**config.mk**
```make
export PLATFORM = sky130hd
export DESIGN_NAME = td4_control_sequencer_flat
export DESIGN_NICKNAME = d
export VERILOG_FILES = /design/src/rtl/td4_control_sequencer_pkg.sv /design/src/rtl/td4_control_sequencer_if.sv /design/src/rtl/td4_control_sequencer_decoder.sv /design/src/rtl/td4_control_sequencer.sv /design/src/flat_wrapper.sv
export SDC_FILE = /design/constraint.sdc
export NUM_CORES = 1
export LEC_CHECK = 0
export ABC_CLOCK_PERIOD_IN_PS = 1870
export CORE_MARGIN = 8
export CORE_UTILIZATION = 40
export CTS_CLUSTER_DIAMETER = 150
export DETAILED_ROUTE_END_ITERATION = 16
export MAX_ROUTING_LAYER = met4
export PLACE_DENSITY = 0.83
export RECOVER_POWER = 100
export SETUP_SLACK_MARGIN = 0.5
export SLEW_MARGIN = 10
export SYNTH_ARGS = -nofsm -noshare
export SYNTH_HDL_FRONTEND = slang
export SYNTH_SLANG_ARGS = --single-unit
```
**constraint.sdc**
```tcl
create_clock -name clk -period 1.87 [get_ports clk]
set_clock_uncertainty 0.2 [all_clocks]
set_input_delay 0.374 -clock clk [delete_from_list [all_inputs] [get_ports clk]]
set_output_delay 0.374 -clock clk [all_outputs]
set_load 0.05 [all_outputs]
```
**src/rtl/td4_control_sequencer_pkg.sv**
```systemverilog
// Shared opcodes, selector codes, FSM encodings and the decoded-control bundle
// for the TD4 fetch/decode/execute sequencer.
package td4_control_sequencer_pkg;

  localparam int PC_W  = 4;
  localparam int IMM_W = 4;
  localparam int OP_W  = 4;

  localparam logic [OP_W-1:0] OP_ADD_A  = 4'b0000;
  localparam logic [OP_W-1:0] OP_MOV_AB = 4'b0001;
  localparam logic [OP_W-1:0] OP_IN_A   = 4'b0010;
  localparam logic [OP_W-1:0] OP_MOV_AI = 4'b0011;
  localparam logic [OP_W-1:0] OP_MOV_BA = 4'b0100;
  localparam logic [OP_W-1:0] OP_ADD_B  = 4'b0101;
  localparam logic [OP_W-1:0] OP_IN_B   = 4'b0110;
  localparam logic [OP_W-1:0] OP_MOV_BI = 4'b0111;
  localparam logic [OP_W-1:0] OP_OUT_B  = 4'b1001;
  localparam logic [OP_W-1:0] OP_OUT_I  = 4'b1011;
  localparam logic [OP_W-1:0] OP_JNC    = 4'b1110;
  localparam logic [OP_W-1:0] OP_JMP    = 4'b1111;

  localparam logic [1:0] SEL_A    = 2'd0;
  localparam logic [1:0] SEL_B    = 2'd1;
  localparam logic [1:0] SEL_IN   = 2'd2;
  localparam logic [1:0] SEL_ZERO = 2'd3;

  localparam logic [1:0] ST_IDLE  = 2'd0;
  localparam logic [1:0] ST_FETCH = 2'd1;
  localparam logic [1:0] ST_EXEC  = 2'd2;
  localparam logic [1:0] ST_HALT  = 2'd3;

  typedef struct packed {
    logic [1:0]       sel;
    logic [IMM_W-1:0] imm;
    logic             ld_a;
    logic             ld_b;
    logic             ld_out;
    logic             ld_pc;
    logic             carry_we;
    logic             illegal;
  } ctrl_t;

  // Next program counter: jump target when a jump is taken, otherwise wrap-around increment.
  function automatic logic [PC_W-1:0] pc_next(input logic [PC_W-1:0] pc,
                                              input logic            jump,
                                              input logic [IMM_W-1:0] target);
    if (jump) begin
      pc_next = target;
    end else begin
      pc_next = pc + 4'd1;
    end
  endfunction

endpackage

```
**src/rtl/td4_control_sequencer_if.sv**
```systemverilog
// ROM fetch port plus datapath control bundle between the sequencer (master)
// and the register/selector/adder datapath (slave).
interface td4_control_sequencer_if;
  import td4_control_sequencer_pkg::*;

  logic [PC_W-1:0]  rom_addr;
  logic [7:0]       rom_data;
  logic             carry;
  logic [1:0]       sel;
  logic [IMM_W-1:0] imm;
  logic             ld_a;
  logic             ld_b;
  logic             ld_out;
  logic             ld_pc;
  logic             carry_we;
  logic             busy;
  logic             halted;

  modport master (
    input  rom_data, carry,
    output rom_addr, sel, imm, ld_a, ld_b, ld_out, ld_pc, carry_we, busy, halted
  );

  modport slave (
    output rom_data, carry,
    input  rom_addr, sel, imm, ld_a, ld_b, ld_out, ld_pc, carry_we, busy, halted
  );

endinterface

```
**src/rtl/td4_control_sequencer_decoder.sv**
```systemverilog
// Purely combinational instruction decoder: maps IR (and carry for JNC) onto
// selector code, immediate and load enables; flags the unused opcodes.
module td4_control_sequencer_decoder
  import td4_control_sequencer_pkg::*;
(
  input  logic [7:0] ir_i,
  input  logic       carry_i,
  output ctrl_t      ctrl_o
);

  // Opcode decode table; anything not listed is illegal and asserts nothing.
  always_comb begin
    ctrl_o.sel      = SEL_A;
    ctrl_o.imm      = ir_i[IMM_W-1:0];
    ctrl_o.ld_a     = 1'b0;
    ctrl_o.ld_b     = 1'b0;
    ctrl_o.ld_out   = 1'b0;
    ctrl_o.ld_pc    = 1'b0;
    ctrl_o.carry_we = 1'b0;
    ctrl_o.illegal  = 1'b0;
    case (ir_i[7:4])
      OP_ADD_A: begin
        ctrl_o.sel      = SEL_A;
        ctrl_o.ld_a     = 1'b1;
        ctrl_o.carry_we = 1'b1;
      end
      OP_ADD_B: begin
        ctrl_o.sel      = SEL_B;
        ctrl_o.ld_b     = 1'b1;
        ctrl_o.carry_we = 1'b1;
      end
      OP_MOV_AI: begin
        ctrl_o.sel  = SEL_ZERO;
        ctrl_o.ld_a = 1'b1;
      end
      OP_MOV_BI: begin
        ctrl_o.sel  = SEL_ZERO;
        ctrl_o.ld_b = 1'b1;
      end
      OP_MOV_AB: begin
        ctrl_o.sel  = SEL_B;
        ctrl_o.ld_a = 1'b1;
      end
      OP_MOV_BA: begin
        ctrl_o.sel  = SEL_A;
        ctrl_o.ld_b = 1'b1;
      end
      OP_IN_A: begin
        ctrl_o.sel  = SEL_IN;
        ctrl_o.ld_a = 1'b1;
      end
      OP_IN_B: begin
        ctrl_o.sel  = SEL_IN;
        ctrl_o.ld_b = 1'b1;
      end
      OP_OUT_B: begin
        ctrl_o.sel    = SEL_B;
        ctrl_o.ld_out = 1'b1;
      end
      OP_OUT_I: begin
        ctrl_o.sel    = SEL_ZERO;
        ctrl_o.ld_out = 1'b1;
      end
      OP_JMP: begin
        ctrl_o.sel   = SEL_ZERO;
        ctrl_o.ld_pc = 1'b1;
      end
      OP_JNC: begin
        ctrl_o.sel   = SEL_ZERO;
        ctrl_o.ld_pc = ~carry_i;
      end
      default: begin
        ctrl_o.imm     = 4'd0;
        ctrl_o.illegal = 1'b1;
      end
    endcase
  end

endmodule

```
**src/rtl/td4_control_sequencer.sv**
```systemverilog
// TD4 fetch/decode/execute sequencer: owns FSM, PC and IR; control outputs are
// the decoder result gated to the single EXEC cycle of each instruction.
module td4_control_sequencer
  import td4_control_sequencer_pkg::*;
(
  input  logic                          clk,
  input  logic                          rst_n,
  input  logic                          run_i,
  input  logic                          step_i,
  td4_control_sequencer_if.master       bus
);

  logic [1:0]      state_q, state_d;
  logic [PC_W-1:0] pc_q, pc_d;
  logic [7:0]      ir_q, ir_d;
  ctrl_t           dec_s;
  ctrl_t           ctrl_s;
  logic            exec_s;

  td4_control_sequencer_decoder u_decoder (
    .ir_i    (ir_q),
    .carry_i (bus.carry),
    .ctrl_o  (dec_s)
  );

  assign exec_s = (state_q == ST_EXEC);

  // Next-state logic: step is only honoured in IDLE; HALT is left only by reset.
  always_comb begin
    state_d = state_q;
    pc_d    = pc_q;
    ir_d    = ir_q;
    case (state_q)
      ST_IDLE: begin
        if (run_i || step_i) begin
          state_d = ST_FETCH;
        end else begin
          state_d = ST_IDLE;
        end
      end
      ST_FETCH: begin
        ir_d    = bus.rom_data;
        state_d = ST_EXEC;
      end
      ST_EXEC: begin
        if (dec_s.illegal) begin
          state_d = ST_HALT;
        end else begin
          pc_d = pc_next(pc_q, dec_s.ld_pc, dec_s.imm);
          if (run_i) begin
            state_d = ST_FETCH;
          end else begin
            state_d = ST_IDLE;
          end
        end
      end
      ST_HALT: begin
        state_d = ST_HALT;
      end
      default: begin
        state_d = ST_IDLE;
      end
    endcase
  end

  // Sequencer state registers.
  always_ff @(posedge clk or negedge rst_n) begin
    if (!rst_n) begin
      state_q <= ST_IDLE;
      pc_q    <= 4'd0;
      ir_q    <= 8'd0;
    end else begin
      state_q <= state_d;
      pc_q    <= pc_d;
      ir_q    <= ir_d;
    end
  end

  // Controls reach the datapath only during EXEC, so reset kills any pulse at once.
  always_comb begin
    if (exec_s) begin
      ctrl_s = dec_s;
    end else begin
      ctrl_s.sel      = SEL_A;
      ctrl_s.imm      = 4'd0;
      ctrl_s.ld_a     = 1'b0;
      ctrl_s.ld_b     = 1'b0;
      ctrl_s.ld_out   = 1'b0;
      ctrl_s.ld_pc    = 1'b0;
      ctrl_s.carry_we = 1'b0;
      ctrl_s.illegal  = 1'b0;
    end
  end

  assign bus.rom_addr = pc_q;
  assign bus.sel      = ctrl_s.sel;
  assign bus.imm      = ctrl_s.imm;
  assign bus.ld_a     = ctrl_s.ld_a;
  assign bus.ld_b     = ctrl_s.ld_b;
  assign bus.ld_out   = ctrl_s.ld_out;
  assign bus.ld_pc    = ctrl_s.ld_pc;
  assign bus.carry_we = ctrl_s.carry_we;
  assign bus.busy     = (state_q != ST_IDLE);
  assign bus.halted   = (state_q == ST_HALT);

endmodule

```
**src/flat_wrapper.sv**
```systemverilog
// flat-port wrapper written by rule: the top's interface ports become plain ports
module td4_control_sequencer_flat import td4_control_sequencer_pkg::*;
  (clk, rst_n, run_i, step_i, bus_rom_data, bus_carry, bus_rom_addr, bus_sel, bus_imm, bus_ld_a, bus_ld_b, bus_ld_out, bus_ld_pc, bus_carry_we, bus_busy, bus_halted);
  td4_control_sequencer_if bus_i ();
  input  logic clk;
  input  logic rst_n;
  input  logic run_i;
  input  logic step_i;
  input wire logic [$bits(bus_i.rom_data)-1:0] bus_rom_data;
  input wire logic [$bits(bus_i.carry)-1:0] bus_carry;
  output wire logic [$bits(bus_i.rom_addr)-1:0] bus_rom_addr;
  output wire logic [$bits(bus_i.sel)-1:0] bus_sel;
  output wire logic [$bits(bus_i.imm)-1:0] bus_imm;
  output wire logic [$bits(bus_i.ld_a)-1:0] bus_ld_a;
  output wire logic [$bits(bus_i.ld_b)-1:0] bus_ld_b;
  output wire logic [$bits(bus_i.ld_out)-1:0] bus_ld_out;
  output wire logic [$bits(bus_i.ld_pc)-1:0] bus_ld_pc;
  output wire logic [$bits(bus_i.carry_we)-1:0] bus_carry_we;
  output wire logic [$bits(bus_i.busy)-1:0] bus_busy;
  output wire logic [$bits(bus_i.halted)-1:0] bus_halted;
  assign bus_i.rom_data = bus_rom_data;
  assign bus_i.carry = bus_carry;
  assign bus_rom_addr = bus_i.rom_addr;
  assign bus_sel = bus_i.sel;
  assign bus_imm = bus_i.imm;
  assign bus_ld_a = bus_i.ld_a;
  assign bus_ld_b = bus_i.ld_b;
  assign bus_ld_out = bus_i.ld_out;
  assign bus_ld_pc = bus_i.ld_pc;
  assign bus_carry_we = bus_i.carry_we;
  assign bus_busy = bus_i.busy;
  assign bus_halted = bus_i.halted;
  td4_control_sequencer u_core (.clk(clk), .rst_n(rst_n), .run_i(run_i), .step_i(step_i), .bus(bus_i));
endmodule
```
==> results.yml <==
status:
  status: "finished with violations"
  violations: "negative setup slack"
global_routing:
  grt_use_met2_pct: 28.2
  met1_usage_pct: 18.5
  grt_usage_pct: 17.2
  grt_util_met3_pct: 4.18
  grt_pass1_vias: 837
  grt_pass1_wl_mm: 4.51
  grt.busiest_layer: "met2"
  antenna_found_initial: 0
  overflow: 0
  grt_max_degree: 15
routing:
  ant_nets: 0
  drc: 0
  wl_per_cell_um: 22.3
  routed_wl_mm: 3.48
  drtIter0Drc: 17
  drt-vias-per-instance: 5.44
  vias: 848
  detail_route.first_pass.iterations: 4
placed_design:
  port_buffers: 29
  pre_cts_ws_ns: -0.0209
  dpl_cell_area_um2: 1380
  gp_congestion: 0.795
  hpwl_mm: 1.76
cts:
  cts_tree: "built"
  cts_made_buffers: 3
  cts-htree-levels: 1
  path_clk_slew_ns: 0.08
  ctsHoldBuffers: 0
  cts-root-buf: "clkbuf_4"
  clock_path_buffers: 2
  clock_latency_ns: 0.28
  clkSinkCount: 14
synthesis:
  synthCells: 76
  synth-seq-cells: 14
  synth_edf_count: 0
  syn_area_per_cell_um2: 10.9
  synth-main-ff-cell: "dfrtp_1"
  ys_seq_area_share_pct: 42.4
  synth.area.top_cells: "dfrtp_1, mux2_2, mux2i_1"
  synth_top_area_share_pct: 42.4
  ys_async_sr_fraction_pct: 100
  syn_nets: 90
  yosys.area.top_type: "dfrtp_1"
  yosysUniqueCellTypes: 34
  yosysWarnings: 0
  syn_area_um2: 827
final_layout:
  diodes: 0
  fill_cells: 79
  multi_input_area_um2: 613
  fin_nets: 144
  drive_above_1_share_pct: 69.8
  final_cell_mix: "buf_12, buf_4, clkdlybuf4s50_1, buf_6"
  final_area_um2: 1740
  syn2layout_area_growth_pct: 110
  layout_commonest_cell: "buf_12"
  register_area_um2: 359
worst_setup_path:
  arrival_ns: 1.50
  critPathCaptureType: "output port"
  slowest_stage: "dfrtp_1"
  crit_path_max_incr_delay_ns: 0.44
  cp-start-kind: "register"
  worstPathMaxFanout: 7
  critPathLaunch: "u_core.ir_q[6]"
  critical_path_class: "register to output port"
  crit_path_cell_trace: "buf_6, xor2_1, nor4_4, buf_12"
  rr_startpoint: "u_core.ir_q[6]"
  crit_required_ns: 1.30
floorplan:
  start_util_pct: 42.2
  io_pins: 30
  fp.coreArea_um2: 1960
  die_area_um2: 3780
  die_h_um: 61.5
  rows: 16
  dieWidth_um: 61.5
sta:
  hold_violations: 0
  max_freq_ghz: 0.481
  worst_pin_slew_ns: 0.752
  report.final.slew_viol_count: 0
  rsz0062_at_grt: "yes"
  setup_tns_ns: -1.85
  setup_viol: 12
  slew_headroom_pct: 49.9
  period_share_pct: 111
  post-route-min-period_ns: 2.08
  setup_ws_ns: -0.207
power_and_ir_drop:
  power_density_nw_per_um2: 1950
  irDropWorstVdd_mv: 1.28
  leakage_nw: 0.756
hold_path:
  hp-start: "u_core.ir_q[2]"
  hold_class: "register to register"
run:
  drv_cap: 0
-- flip-flops by register name, summed over array words and instances (netlist names) --
name,count
u_core.bus.rom_addr,4
u_core.state_q,2
u_core.ir_q,8
-- power breakdown --
part	total [W]	leakage [nW]	switching, W	internal, W
Combinational	0.00246	0.582	0.00119	0.00127
Clock	0.000216	0.0210	0.0000969	0.000119
Sequential	0.000713	0.153	0.000244	0.000469
-- synth_stat cells, types with 2 or more instances --
cell type / instances
and2_1: 5
nand2_1: 4
dfrtp_1: 14
mux2_2: 7
a21boi_1: 2
mux2i_1: 4
nor2_1: 3
a21oi_1: 3
nor3b_1: 3
buf_6: 3
o21ai_2: 2
inv_1: 4
-- through the flow --
| stage | std cells | hold WS (ns) | util (%) | power [W] |
|---|---|---|---|---|
| 6_report | 156 | 0.370 | 88.5 | 0.00339 |
| 3_3_place_gp | 134 | 0.306 | 70.5 | 0.00235 |
| 3_5_place_dp | 134 | 0.335 | 70.5 | 0.00241 |
| 4_1_cts | 147 | 0.197 | 78.6 | 0.00287 |
| 2_1_floorplan | 76 | -0.122 | - | 0.00178 |
| 5_1_grt | 156 | 0.390 | 88.5 | 0.00351 |
-- kinds of logic (layout without fill, tap and decap cells) --
logic type / count (synthesis) / count (layout) / share of synthesized area (%)
buffers and inverters: 9 / 62 / 7.41
XOR/XNOR: 1 / 1 / 1.06
flip-flops: 14 / 14 / 42.4
AO/OA/AOI/OAI: 15 / 15 / 14.5
multiplexers: 11 / 11 / 14.4
adder cells (fa/ha/maj): 1 / 1 / 1.51
AND/OR/NAND/NOR: 25 / 25 / 18.8
-- worst paths after layout --
path                                     endpoint  slack (ns)  cells after the start
setup / recovery                     bus_carry_we       -0.21                      4
hold / removal                     u_core.ir_q[2]        0.37                      1
setup reg to reg           u_core.bus.rom_addr[2]        0.06                      6
hold reg to reg                    u_core.ir_q[2]        0.37                      1
max in group asynchronous       u_core.state_q[1]        0.48                      2
min in group asynchronous  u_core.bus.rom_addr[3]        0.47                      2
-- repair_timing --
item	in CTS	in global routing
endpoints found under the setup margin	29	29
resized for setup	16	26
gates cloned	0	0
endpoints found under the hold margin	0	0
setup buffers	9	9
pin swaps	4	6
-- worst max-delay path: cells and delay by family, from the launching register on --
family,cells,cell delay [ns]
buf+inv,2,0.34
xor+xnor,1,0.18
flops,1,0.44
simple gates,1,0.26
-- per-layer routing --
| layer | vias up | wire, µm |
|---|---|---|
| li1 | 374 | - |
| met1 | 412 | 1370 |
| met2 | 42 | 1680 |
| met3 | 20 | 205 |
| met4 | 0 | 223 |
| met5 | - | 0 |
-- layout make-up --
class                           instances  area share, %
Inverter                                4          0.865
Tap cell                               27           1.95
Multi-Input combinational cell         53           35.3
Clock buffer                            4           2.09
Timing Repair Buffer                   54           39.1
Sequential cell                        14           20.7
Note: power is estimated with default switching activity, not from simulation.
==> variant 1 (config.mk and constraints unchanged) <==
Take the reset off `pc_q` and load it in a clocked block of its own.
--- a/src/rtl/td4_control_sequencer.sv
+++ b/src/rtl/td4_control_sequencer.sv
@@ -67,13 +67,15 @@
   always_ff @(posedge clk or negedge rst_n) begin
     if (!rst_n) begin
       state_q <= ST_IDLE;
-      pc_q    <= 4'd0;
       ir_q    <= 8'd0;
     end else begin
       state_q <= state_d;
-      pc_q    <= pc_d;
       ir_q    <= ir_d;
     end
+  end
+
+  always_ff @(posedge clk) begin
+    pc_q <= pc_d;
   end
 
   // Controls reach the datapath only during EXEC, so reset kills any pulse at once.
Behaviour: differs if rst_n is asserted again (counterexample within 4 cycles, from zero or initial values and one cycle with rst_n low); with rst_n held inactive, the same outputs for 10 cycles.
==> variant 1 against the unedited design <==
  * The run still ends with negative setup slack left
  * Sequential power shrank 3.9%
  * Total power shrank 4.8%
  * Worst setup slack lost 0.10 ns
  * Area after synthesis shrank 7.0%
  * Hold slack lost 0.092 ns
  * Routed wire length shrank 7.1%
  * Final area shrank 2.8%
  * Sequential share of layout area grew 1.4 points
  * Core utilization grew 1.2 points
  * Die area shrank 5.2%
  * Sequential cell count is the same
  * Largest power group unchanged
==> variant 1: results (changes against the unedited design) <==
timing:
  whs_ns: 0.278  # -0.0919 ns
  setup-violations-final: 14  # +2
  finalMaxSlewViolations: 0  # unchanged
  slew_headroom_pct: 67.9  # +18 points
  fin_ws_ns: -0.308  # -0.101 ns
layout:
  nets: 135  # -6.3%
  fillerInstances: 77  # -2.5%
  final_core_util_pct: 89.7  # +1.2 points
  drive_gt1_share_pct: 67.5  # -2.3 points
outcome:
  violations: "negative setup slack"
  status: "finished with violations"
setup_path:
  cp_max_fo: 5  # -2
  worstPathArrival_ns: 1.60  # +0.10 ns
detailed_routing:
  drt_iter0_markers: 19  # +2
  vias_per_cell: 5.28  # -2.9%
  post_drt_wl_per_cell_um: 22.0  # -1.4%
synth:
  synth_area_leaders: "dfrtp_1 (33%), edfxtp_1 (16%), mux2_2 (13%)"
  ys_types: 29  # -15%
  ys_async_sr_fraction_pct: 71.4  # -29 points
  synthTopCellsByCount: "dfrtp_1 (10), mux2_2 (9), and2_1 (5), edfxtp_1 (4), nand2_1 (4)"
  ys_seq_area_share_pct: 48.1  # +5.8 points
pwr:
  p_leak_nw: 0.704  # -6.9%
  ir_worst_vdd_uv: 1310  # +2.3%
place:
  place_ws_ns: -0.0773  # -0.0564 ns
  routabilityCongestion: 0.766  # -3.6%
  hpwl_um: 1790  # +1.7%
global_routing:
  grt_pass1_wl_um: 4250  # -5.8%
  grt_max_degree: 11  # -4
  track_usage_pct: 16.4  # -0.76 points
  first_global_vias: 829  # -0.96%
clocking:
  cts_root_buf: "clkbuf_4"
  clk_latency_ns: 0.28  # about the same
worst_hold_path:
  hold_class: "in2async"
-- variant 1: metal layers --
| layer | vias to the layer above | track usage, % | wire, um |
|---|---|---|---|
| li1 | 335 | - | - |
| met1 | 394 | 17.4 | 1290 |
| met2 | 39 | 27.8 | 1680 |
| met3 | 8 | 3.87 | 166 |
| met4 | 0 | 8.50 | 96 |
| met5 | - | - | 0 |
-- variant 1: critical path, stage by stage, from the launching register on --
cell,delay (ns)
dfrtp_1,0.42
mux2i_2,0.33
a21oi_2,0.11
buf_6,0.15
and2_4,0.17
buf_12,0.14
-- variant 1: logic make-up (layout without fill, tap and decap cells) --
| logic type | Yosys count | count (layout) | synth area share, % |
|---|---|---|---|
| compound gates | 8 | 8 | 8.94 |
| xor+xnor | 3 | 3 | 3.42 |
| fa+ha+maj | 1 | 1 | 1.63 |
| buf+inv | 7 | 62 | 5.53 |
| flops | 14 | 14 | 48.1 |
| mux | 11 | 11 | 15.8 |
| simple gates | 21 | 21 | 16.6 |
-- variant 1: report_power, final --
part / internal (W) / total (W) / switching (W)
logic: 0.00124 / 0.00236 / 0.00111
registers: 0.000486 / 0.000685 / 0.000199
clock network: 0.0000828 / 0.000182 / 0.0000994
total: 0.00181 / 0.00323 / 0.00141
-- variant 1: worst paths after layout --
kind                           startpoint                     end  slack (ns)  depth (start not counted)
hold / removal                      rst_n          u_core.ir_q[1]        0.28                          1
min in group clk           u_core.ir_q[1]          u_core.ir_q[1]        0.37                          1
setup / recovery           u_core.ir_q[6]              bus_imm[3]       -0.31                          5
hold reg to reg            u_core.ir_q[1]          u_core.ir_q[1]        0.37                          1
max in group asynchronous           rst_n          u_core.ir_q[7]        0.83                          1
setup reg to reg           u_core.ir_q[4]  u_core.bus.rom_addr[2]       -0.02                          5
-- variant 1: timing repair --
| item | CTS | global route |
|---|---|---|
| cloned | 0 | 0 |
| buffers inserted | 10 | 6 |
| endpoints found under the setup margin | 31 | 32 |
| pin swaps | 4 | 8 |
| gates resized for setup | 24 | 9 |
-- variant 1: per-stage QoR --
| stage | instances | instance area (um^2) | setup TNS (ns) |
|---|---|---|---|
| 5_1_grt | 147 | 1690 | -3.00 |
| 6_report | 147 | 1690 | -2.48 |
| 4_1_cts | 141 | 1610 | -1.54 |
| 3_3_place_gp | 127 | 1430 | -0.0112 |
| 2_1_floorplan | 65 | 906 | 0 |
| 3_5_place_dp | 127 | 1430 | -0.227 |
-- variant 1: cell type report --
| class | instances | share of cell area (%) |
|---|---|---|
| timing repair buffer | 55 | 41.7 |
| clock buffer | 4 | 1.56 |
| inverter | 3 | 0.890 |
| sequential | 14 | 22.1 |
| multi-input combinational | 44 | 31.8 |
| tap | 27 | 2.00 |
==> variant 2 (same flow settings) <==
Without the edit above. Reset style: synchronous (`rst_n`), changed in one clocked block.
--- a/src/rtl/td4_control_sequencer.sv
+++ b/src/rtl/td4_control_sequencer.sv
@@ -64,7 +64,7 @@
   end
 
   // Sequencer state registers.
-  always_ff @(posedge clk or negedge rst_n) begin
+  always_ff @(posedge clk) begin
     if (!rst_n) begin
       state_q <= ST_IDLE;
       pc_q    <= 4'd0;
Check against the original RTL: differs if rst_n is asserted again (counterexample within 4 cycles, from zero or initial values and one cycle with rst_n low); with rst_n held inactive, the same outputs for 10 cycles.
==> variant 2 against the unedited design <==
  * The run still ends with negative setup slack left
  * Sequential cell count stayed put
  * Via count shrank 1.9%
  * Worst setup slack better by 0.11 ns
  * Cell count is 5.1% higher
  * Area after synthesis shrank 1.4%
  * Final area fell by 2.0%
  * Synthesized cell count grew 16%
  * Register-to-register slack got worse by 0.07 ns
  * Critical path depth unchanged
  * Fmax rose by 5.3%
  * Routed wire length decreased by 12%
  * Largest cell class is now multi-input combinational cells
  * Highest routed layer unchanged
Power is left out: it rests on default switching activity, and per cell area and clock period it moved more than threefold.
==> variant 2: results (changes against the unedited design) <==
outcome:
  status: "finished with violations"
  violations: "negative setup slack"
detailed_routing:
  drt-total-wl_um: 3050  # -12%
  met3WireLength_um: 188  # -8.3%
  vias_per_cell: 5.07  # -6.7%
  wl_met1_um: 1200  # -12%
  met2_length_um: 1570  # -7.0%
  post_drt_wl_per_cell_um: 18.6  # -16%
  drt_iter0_markers: 35  # +18
synth:
  syn_area_per_cell_um2: 9.27  # -15%
  ys_seq_area_share_pct: 34.4  # -8.0 points
  synth_area_leaders: "dfxtp_1 (34%), mux2i_1 (13%), nor2b_1 (10%)"
  synth_fp_nets: 102  # +13%
  ys_types: 32  # -5.9%
  muxShareOfSynthArea_pct: 15.2  # +0.81 points
  synth_compound_area_share_pct: 12.9  # -1.6 points
  synth-main-ff-cell: "dfxtp_1"
  synthTopCellsByCount: "dfxtp_1 (14), nor2b_1 (13), mux2i_1 (11), and2_1 (5), nand2_1 (4)"
  ys_async_sr_fraction_pct: 0  # -100 points
  synth_fa_ha_area_share_pct: 1.53  # +0.021 points
  synthXorXnorAreaFrac_pct: 1.07  # +0.015 points
global_routing:
  track_usage_pct: 17.0  # -0.16 points
  global_route.usage.met1_pct: 18.1  # -0.37 points
  first_global_vias: 880  # +5.1%
  grt_pass1_wl_um: 4530  # +0.31%
  global_route.usage.met2_pct: 31.0  # +2.8 points
  gr-usage-met3_pct: 2.92  # -1.3 points
  grt_max_degree: 10  # -5
timing:
  slew_headroom_pct: 59.8  # +9.9 points
  setup-violations-final: 12  # unchanged
  finalSetupTns_ns: -0.792  # +1.06 ns
  fin_ws_ns: -0.102  # +0.105 ns
setup_path:
  cp_slowest_stage_delay_ns: 0.34  # -0.10 ns
  slowest_stage: "dfxtp_2"
  worstPathArrival_ns: 1.40  # -0.10 ns
clocking:
  ctsResizeCount: 44  # +28
  path_clk_slew_ns: 0.08  # about the same
place:
  dpl.cell_count: 144  # +7.5%
  hpwl_um: 1560  # -11%
  place_ws_ns: -0.00352  # +0.0174 ns
  routabilityCongestion: 0.809  # +1.8%
  placed_area_mm2: 0.00136  # -1.5%
layout:
  nets: 152  # +5.6%
  drive_gt1_share_pct: 60.6  # -9.2 points
variant 2: tightest hold or removal path, delay by kind of cell (launching register included):
| kind | cells | cell delay [ns] |
|---|---|---|
| flops | 1 | 0.33 |
| mux | 1 | 0.13 |
| simple gates | 1 | 0.06 |
variant 2: worst paths after layout:
path | start | slack [ns] | end | depth (start not counted)
max | u_core.state_q[0] | -0.10 | bus_carry_we | 4
min | u_core.ir_q[1] | 0.35 | u_core.ir_q[1] | 2
max reg2reg | u_core.ir_q[6] | -0.01 | u_core.bus.rom_addr[0] | 7
min reg2reg | u_core.ir_q[1] | 0.35 | u_core.ir_q[1] | 2
variant 2: layout make-up:
| class | instances | area (um^2) |
|---|---|---|
| inverters | 3 | 13.8 |
| repair buffers | 51 | 647 |
| multi-input cells | 65 | 658 |
| flip-flops and latches | 14 | 313 |
| fillers | 86 | 240 |
| well taps | 27 | 33.8 |
| clock buffers | 4 | 36.3 |
